`src/rtl/memory_lsu.sv`:
```
// Load/store unit between execute and a single-port RAM: lane steering, load
// extension and a bounded wait for mem_done. Option: MEMORY_LSU_MISALIGN_TRAP_EN.
module memory_lsu #(
  parameter int XLEN    = 32,
  parameter int REGW    = 5,
  parameter int TIMEOUT = 255
) (
  input  logic              clk,
  input  logic              rst,
  input  logic              in_valid,
  input  logic [XLEN-1:0]   addr,
  input  logic [XLEN-1:0]   data_in,
  input  logic [2:0]        funct3,
  input  logic              MemRead,
  input  logic              MemWrite,
  input  logic              in_MemToReg,
  input  logic              in_RegWrite,
  input  logic              in_PCSrc,
  input  logic [REGW-1:0]   in_RegDest,
  input  logic [XLEN-1:0]   in_BranchTarget,
  output logic              out_valid,
  output logic [XLEN-1:0]   data_out,
  output logic [XLEN-1:0]   out_AluResult,
  output logic              out_MemToReg,
  output logic              out_RegWrite,
  output logic              out_PCSrc,
  output logic [REGW-1:0]   out_RegDest,
  output logic [XLEN-1:0]   out_BranchTarget,
  output logic              stall_pipeline,
  output logic              bus_err,
  output logic              misalign,
  output logic [XLEN-1:0]   mem_addr,
  output logic              mem_req,
  output logic              mem_we,
  output logic [XLEN/8-1:0] mem_wstrb,
  output logic [XLEN-1:0]   mem_wdata,
  input  logic [XLEN-1:0]   mem_rdata,
  input  logic              mem_done
);
  localparam int BYTES = XLEN / 8;
  localparam int OFFW  = $clog2(BYTES);
`ifdef MEMORY_LSU_MISALIGN_TRAP_EN
  localparam bit TrapEn = 1'b1;
`else
  localparam bit TrapEn = 1'b0;
`endif

  typedef enum logic [1:0] {IDLE, WAIT, DONE} state_t;

  state_t            state_q, state_d;
  logic [15:0]       cnt_q, cnt_d;
  logic              valid_q, valid_d;
  logic [XLEN-1:0]   dout_q, dout_d;
  logic [XLEN-1:0]   alu_q, alu_d;
  logic              memToReg_q, memToReg_d;
  logic              regWrite_q, regWrite_d;
  logic              pcSrc_q, pcSrc_d;
  logic [REGW-1:0]   regDest_q, regDest_d;
  logic [XLEN-1:0]   btgt_q, btgt_d;
  logic              busErr_q, busErr_d;
  logic              mis_q, mis_d;
  logic [XLEN-1:0]   maddr_q, maddr_d;
  logic              mreq_q, mreq_d;
  logic              mwe_q, mwe_d;
  logic [BYTES-1:0]  mstrb_q, mstrb_d;
  logic [XLEN-1:0]   mwdata_q, mwdata_d;
  logic [2:0]        f3_q, f3_d;
  logic [OFFW-1:0]   off_q, off_d;

  // On a 32-bit datapath the doubleword and LWU encodings collapse onto LW.
  function automatic logic [2:0] remapF3(input logic [2:0] f);
    if (XLEN == 32 && (f == 3'b011 || f == 3'b110)) return 3'b010;
    return f;
  endfunction

  function automatic logic [3:0] sizeBytes(input logic [2:0] f);
    case (f[1:0])
      2'd0:    return 4'd1;
      2'd1:    return 4'd2;
      2'd2:    return 4'd4;
      default: return 4'd8;
    endcase
  endfunction

  logic [2:0]      f3In;
  logic [3:0]      nbIn;
  logic [OFFW-1:0] offIn;
  logic            misIn;
  logic [7:0]      byteMask;
  logic [15:0]     strbWide;
  logic [XLEN-1:0] wdataIn;

  always_comb begin
    f3In     = remapF3(funct3);
    nbIn     = sizeBytes(f3In);
    offIn    = addr[OFFW-1:0];
    misIn    = (offIn & OFFW'(nbIn - 4'd1)) != '0;
    byteMask = 8'((16'd1 << nbIn) - 16'd1);
    strbWide = 16'(byteMask) << offIn;
    wdataIn  = data_in << {offIn, 3'b000};
  end

  logic [XLEN-1:0] rdShift;
  logic [XLEN-1:0] loadVal;
  logic [3:0]      nbQ;
  logic            signBit;
  int              nbits;

  // Lanes shifted past the top of the word simply fall off; extension fills the rest.
  always_comb begin
    rdShift = mem_rdata >> {off_q, 3'b000};
    nbQ     = sizeBytes(f3_q);
    nbits   = 8 * int'(nbQ);
    case (nbQ)
      4'd1:    signBit = rdShift[7];
      4'd2:    signBit = rdShift[15];
      4'd4:    signBit = rdShift[31];
      default: signBit = rdShift[XLEN-1];
    endcase
    signBit = signBit & ~f3_q[2];
    loadVal = '0;
    for (int i = 0; i < XLEN; i++)
      loadVal[i] = (i < nbits) ? rdShift[i] : signBit;
  end

  always_comb begin
    state_d    = state_q;
    cnt_d      = cnt_q;
    valid_d    = 1'b0;
    dout_d     = dout_q;
    alu_d      = alu_q;
    memToReg_d = memToReg_q;
    regWrite_d = regWrite_q;
    pcSrc_d    = pcSrc_q;
    regDest_d  = regDest_q;
    btgt_d     = btgt_q;
    busErr_d   = busErr_q;
    mis_d      = mis_q;
    maddr_d    = maddr_q;
    mreq_d     = mreq_q;
    mwe_d      = mwe_q;
    mstrb_d    = mstrb_q;
    mwdata_d   = mwdata_q;
    f3_d       = f3_q;
    off_d      = off_q;
    case (state_q)
      IDLE: begin
        busErr_d = 1'b0;
        mis_d    = 1'b0;
        if (in_valid) begin
          alu_d      = addr;
          memToReg_d = in_MemToReg;
          regWrite_d = in_RegWrite;
          pcSrc_d    = in_PCSrc;
          regDest_d  = in_RegDest;
          btgt_d     = in_BranchTarget;
          dout_d     = '0;
          if (MemRead || MemWrite) begin
            f3_d     = f3In;
            off_d    = offIn;
            maddr_d  = {addr[XLEN-1:OFFW], {OFFW{1'b0}}};
            mwe_d    = MemWrite;
            mstrb_d  = MemWrite ? strbWide[BYTES-1:0] : '0;
            mwdata_d = MemWrite ? wdataIn : '0;
            cnt_d    = '0;
            if (TrapEn && misIn) begin
              mis_d      = 1'b1;
              regWrite_d = 1'b0;
              valid_d    = 1'b1;
              state_d    = DONE;
            end else begin
              mreq_d  = 1'b1;
              state_d = WAIT;
            end
          end else begin
            valid_d = 1'b1;
          end
        end
      end
      WAIT: begin
        cnt_d = cnt_q + 16'd1;
        // A completion in the final allowed cycle still counts as success.
        if (mem_done) begin
          dout_d  = mwe_q ? '0 : loadVal;
          mreq_d  = 1'b0;
          mwe_d   = 1'b0;
          mstrb_d = '0;
          valid_d = 1'b1;
          state_d = DONE;
        end else if (cnt_q == 16'(TIMEOUT - 1)) begin
          busErr_d   = 1'b1;
          regWrite_d = 1'b0;
          mreq_d     = 1'b0;
          mwe_d      = 1'b0;
          mstrb_d    = '0;
          valid_d    = 1'b1;
          state_d    = DONE;
        end
      end
      default: begin
        cnt_d   = '0;
        state_d = IDLE;
      end
    endcase
  end

  always_ff @(posedge clk or posedge rst) begin
    if (rst) begin
      state_q    <= IDLE;
      cnt_q      <= '0;
      valid_q    <= 1'b0;
      dout_q     <= '0;
      alu_q      <= '0;
      memToReg_q <= 1'b0;
      regWrite_q <= 1'b0;
      pcSrc_q    <= 1'b0;
      regDest_q  <= '0;
      btgt_q     <= '0;
      busErr_q   <= 1'b0;
      mis_q      <= 1'b0;
      maddr_q    <= '0;
      mreq_q     <= 1'b0;
      mwe_q      <= 1'b0;
      mstrb_q    <= '0;
      mwdata_q   <= '0;
      f3_q       <= '0;
      off_q      <= '0;
    end else begin
      state_q    <= state_d;
      cnt_q      <= cnt_d;
      valid_q    <= valid_d;
      dout_q     <= dout_d;
      alu_q      <= alu_d;
      memToReg_q <= memToReg_d;
      regWrite_q <= regWrite_d;
      pcSrc_q    <= pcSrc_d;
      regDest_q  <= regDest_d;
      btgt_q     <= btgt_d;
      busErr_q   <= busErr_d;
      mis_q      <= mis_d;
      maddr_q    <= maddr_d;
      mreq_q     <= mreq_d;
      mwe_q      <= mwe_d;
      mstrb_q    <= mstrb_d;
      mwdata_q   <= mwdata_d;
      f3_q       <= f3_d;
      off_q      <= off_d;
    end
  end

  assign stall_pipeline   = (state_q == WAIT) ||
                            (state_q == IDLE && in_valid && (MemRead || MemWrite));
  assign out_valid        = valid_q;
  assign data_out         = dout_q;
  assign out_AluResult    = alu_q;
  assign out_MemToReg     = memToReg_q;
  assign out_RegWrite     = regWrite_q;
  assign out_PCSrc        = pcSrc_q;
  assign out_RegDest      = regDest_q;
  assign out_BranchTarget = btgt_q;
  assign bus_err          = busErr_q;
  assign misalign         = mis_q;
  assign mem_addr         = maddr_q;
  assign mem_req          = mreq_q;
  assign mem_we           = mwe_q;
  assign mem_wstrb        = mstrb_q;
  assign mem_wdata        = mwdata_q;

endmodule

```
`config.mk`:
```
export PLATFORM = sky130hd
export DESIGN_NAME = memory_lsu
export DESIGN_NICKNAME = d
export VERILOG_FILES = /design/src/rtl/memory_lsu.sv
export SDC_FILE = /design/constraint.sdc
export NUM_CORES = 1
export LEC_CHECK = 0
export CELL_PAD_IN_SITES_DETAIL_PLACEMENT = 0
export CELL_PAD_IN_SITES_GLOBAL_PLACEMENT = 1
export CORE_UTILIZATION = 33
export DETAILED_ROUTE_END_ITERATION = 8
export HOLD_SLACK_MARGIN = 0.08
export MAX_ROUTING_LAYER = met4
export PLACE_DENSITY_LB_ADDON = 0.1
export SYNTH_ARGS = -nofsm -noshare
export SYNTH_HDL_FRONTEND = slang
export SYNTH_SLANG_ARGS = --single-unit
```
`constraint.sdc`:
```
create_clock -name clk -period 7.3 [get_ports clk]
set_input_delay 0.73 -clock clk [delete_from_list [all_inputs] [get_ports clk]]
set_output_delay 0.73 -clock clk [all_outputs]
set_load 0.005 [all_outputs]
```
==> results.sh <==
export IMPL_status="finished, final reports clean"
export IMPL_post_route_period_util=0.429
export IMPL_grt_max_degree=134
export IMPL_slew_headroom=0.353
export IMPL_clkSinkCount=197
export IMPL_critPathArrivalTime_ns=2.40
export IMPL_maxCapViolations=0
export IMPL_critPathKind="in2out"
export IMPL_root_buffer="clkbuf_16"
export IMPL_syn_area_um2=8570
export IMPL_routedWlPerCell_um=18.3
export IMPL_synthMuxAreaShare=0.0914
export IMPL_grt_pass1_vias=7264
export IMPL_drive_gt1_frac=0.0797
export IMPL_synthAdderAreaFrac=0.00292
export IMPL_hold_buffers=0
export IMPL_vias_per_cell=4.85
export IMPL_power_density_nw_per_um2=305
export IMPL_yosysSeqAreaShare=0.575
export IMPL_dr_first_iter_drc_count=503
export IMPL_ir_drop_mv=0.139
export IMPL_avgSynthCellArea_um2=10.1
export IMPL_final_cells=1484
export IMPL_synth_edf_count=0
export IMPL_synthSimpleGateAreaFrac=0.173
export IMPL_htreeDepth=4
export IMPL_slew_viol_final=0
export IMPL_hold_class="reg2reg"
export IMPL_hold_viol_final=0
export IMPL_worstSetupStartpointType="input port"
export IMPL_ys_ff_latch=197
export IMPL_wl_um=27200
export IMPL_place_congestion=0.764
export IMPL_dieHeight_um=163
export IMPL_synth_cells=845
export IMPL_synth_ff_type="dfrtp_1"
export IMPL_grt_pass1_wl_um=42200
export IMPL_core_area_um2=25300
export IMPL_regArea_um2=4930
export IMPL_layout_common_cells="318 x clkdlybuf4s50_1, 271 x nand2_1, 197 x dfrtp_1"
export IMPL_reg2reg_setup_slack_ns=4.87
export IMPL_fillers=2339
export IMPL_fp_dieW_um=163
export IMPL_portBuffers=319
export IMPL_worst_setup_path_end_kind="output port"
export IMPL_ioPinCount=323
export IMPL_min_to="out_BranchTarget[20]"
export IMPL_rows=58
export IMPL_syn2layout_area_growth_pct=47.1
export IMPL_cp_max_fo=6
export IMPL_dr_total_vias=7191
export IMPL_reg2regPathDepth=4
export IMPL_hpwl_um=19100
export IMPL_final_min_clock_period_ns=3.13
export IMPL_tightest_slew_ns=0.970
export IMPL_skew_ns=0.0219
export IMPL_fin_nets=1288
export IMPL_initial_core_util=0.338
export IMPL_final_common_cell="clkdlybuf4s50_1"
export IMPL_synth_xor_xnor_area_share=0.00102
export IMPL_clkLatencyLatePin_ns=0.44
export IMPL_multi_input_area_um2=3400
export IMPL_cts_repair_resized=0
export IMPL_synth_compound_area_frac=0.124
export IMPL_overflow=0
export IMPL_yosysWarnings=0
export IMPL_n_antenna_cell=0
export IMPL_whs_path_depth=2
export IMPL_rsz0062_at_grt="no"
export IMPL_total_power_uw=3850
export IMPL_rr_startpoint="state_q[1]"
export IMPL_drc=0
export IMPL_hold_start="out_BranchTarget[20]"
export IMPL_fmax_mhz=319
export IMPL_setup_viol=0
export IMPL_reg2reg_to="data_out[28]"
export IMPL_antenna_found_initial=0
export IMPL_clk_path_buf_depth=2
export IMPL_leakage_uw=0.00560
export IMPL_post_cts_buffers=0
export IMPL_synth_distinct_cells=49
export IMPL_postRouteAntennaNets=0
export IMPL_tritoncts="built"
export IMPL_clkTransAtPathRegs_ns=0.07
export IMPL_async_reset_ff_frac=1.00
export IMPL_grt_usage=0.215
export IMPL_place_inst=1452
export IMPL_cp_required_ns=6.57
export IMPL_cts_buffers=17
export IMPL_tns_ns=0
export IMPL_synth_top_family_by_area="simple AND/OR/NAND/NOR gates"
export IMPL_first_pass_iters=5
export IMPL_die_area_um2=26600
[flip-flops by register name (all words and copies together), names as in the netlist, 2 cells and up]
name / flops
off_q: 2
mem_wstrb: 4
out_BranchTarget: 32
data_out: 32
f3_q: 3
mem_wdata: 32
cnt_q: 16
state_q: 2
mem_addr: 30
out_RegDest: 5
out_AluResult: 32
[worst max-delay path by stage]
stage	slack, ns	depth (start not counted)	from	endpoint
after global routing	4.13	4	MemWrite	stall_pipeline
after CTS	4.20	4	MemWrite	stall_pipeline
final	4.17	4	MemWrite	stall_pipeline
after global placement	4.09	5	mem_done	data_out[30]
after detailed placement	4.04	5	mem_done	data_out[28]
after floorplan	1.20	1	rst	bus_err
[worst max-delay path: stages]
cell             delay, ns
clkdlybuf4s50_1       0.63
o21ai_1               0.20
a21oi_1               0.29
clkdlybuf4s50_1       0.55
[cell families after synthesis]
| logic type | count (synthesis) |
|---|---|
| compound gates | 158 |
| xor+xnor | 1 |
| fa+ha+maj | 2 |
| buf+inv | 60 |
| flops | 197 |
| mux | 72 |
| other cells | 1 |
| simple gates | 354 |
[synth_stat cells (3+ instances only)]
master	count	area (um2)
nand2b_1	4	25.0
nand4_1	4	25.0
a21oi_1	36	180
and2_1	3	18.8
buf_1	9	33.8
nor2b_1	12	75.1
buf_4	4	30.0
a22o_1	12	105
nand2_1	272	1020
clkbuf_1	29	109
a211o_1	10	87.6
o21ai_0	50	250
nor2_1	33	124
buf_2	8	40.0
a221o_1	16	160
o31ai_1	14	105
or3_1	8	50.1
mux2_2	40	450
mux2i_1	31	310
inv_1	7	26.3
a32o_1	8	80.1
dfrtp_1	197	4930
nand3_1	5	25.0
[layout make-up]
| type | instances | area share |
|---|---|---|
| tap | 330 | 0.0328 |
| clock buffer | 18 | 0.0340 |
| timing repair buffer | 328 | 0.258 |
| inverter | 7 | 0.00268 |
| multi-input combinational | 590 | 0.270 |
| sequential | 197 | 0.391 |
| clock inverter | 14 | 0.0112 |
[per-stage QoR]
step                      area (um2)  hold WS [ns]  setup WS, ns   util
after floorplan                 8570         0.464          1.20      -
after global placement         12000         0.456          4.09  0.475
after detailed placement       12000         0.461          4.04  0.475
after CTS                      12600         0.479          4.20  0.498
after global routing           12600         0.492          4.13  0.498
final                          12600         0.476          4.17  0.498
[metal layers]
layer  wire [um]  part of all wire  global-route usage  up-vias
met2       13000              0.48               0.335      220
met3        2130             0.078              0.0696       17
met1       11800              0.43               0.271     3481
met4         228            0.0084              0.0489        0
met5           0                 0                   -        -
li1            -                 -                   -     3473
[report_power, final]
group | switching (uW) | internal [uW]
clock | 467 | 455
sequential | 177 | 1390
combinational | 571 | 791
total | 1220 | 2630
(Power assumes the default switching activity.)
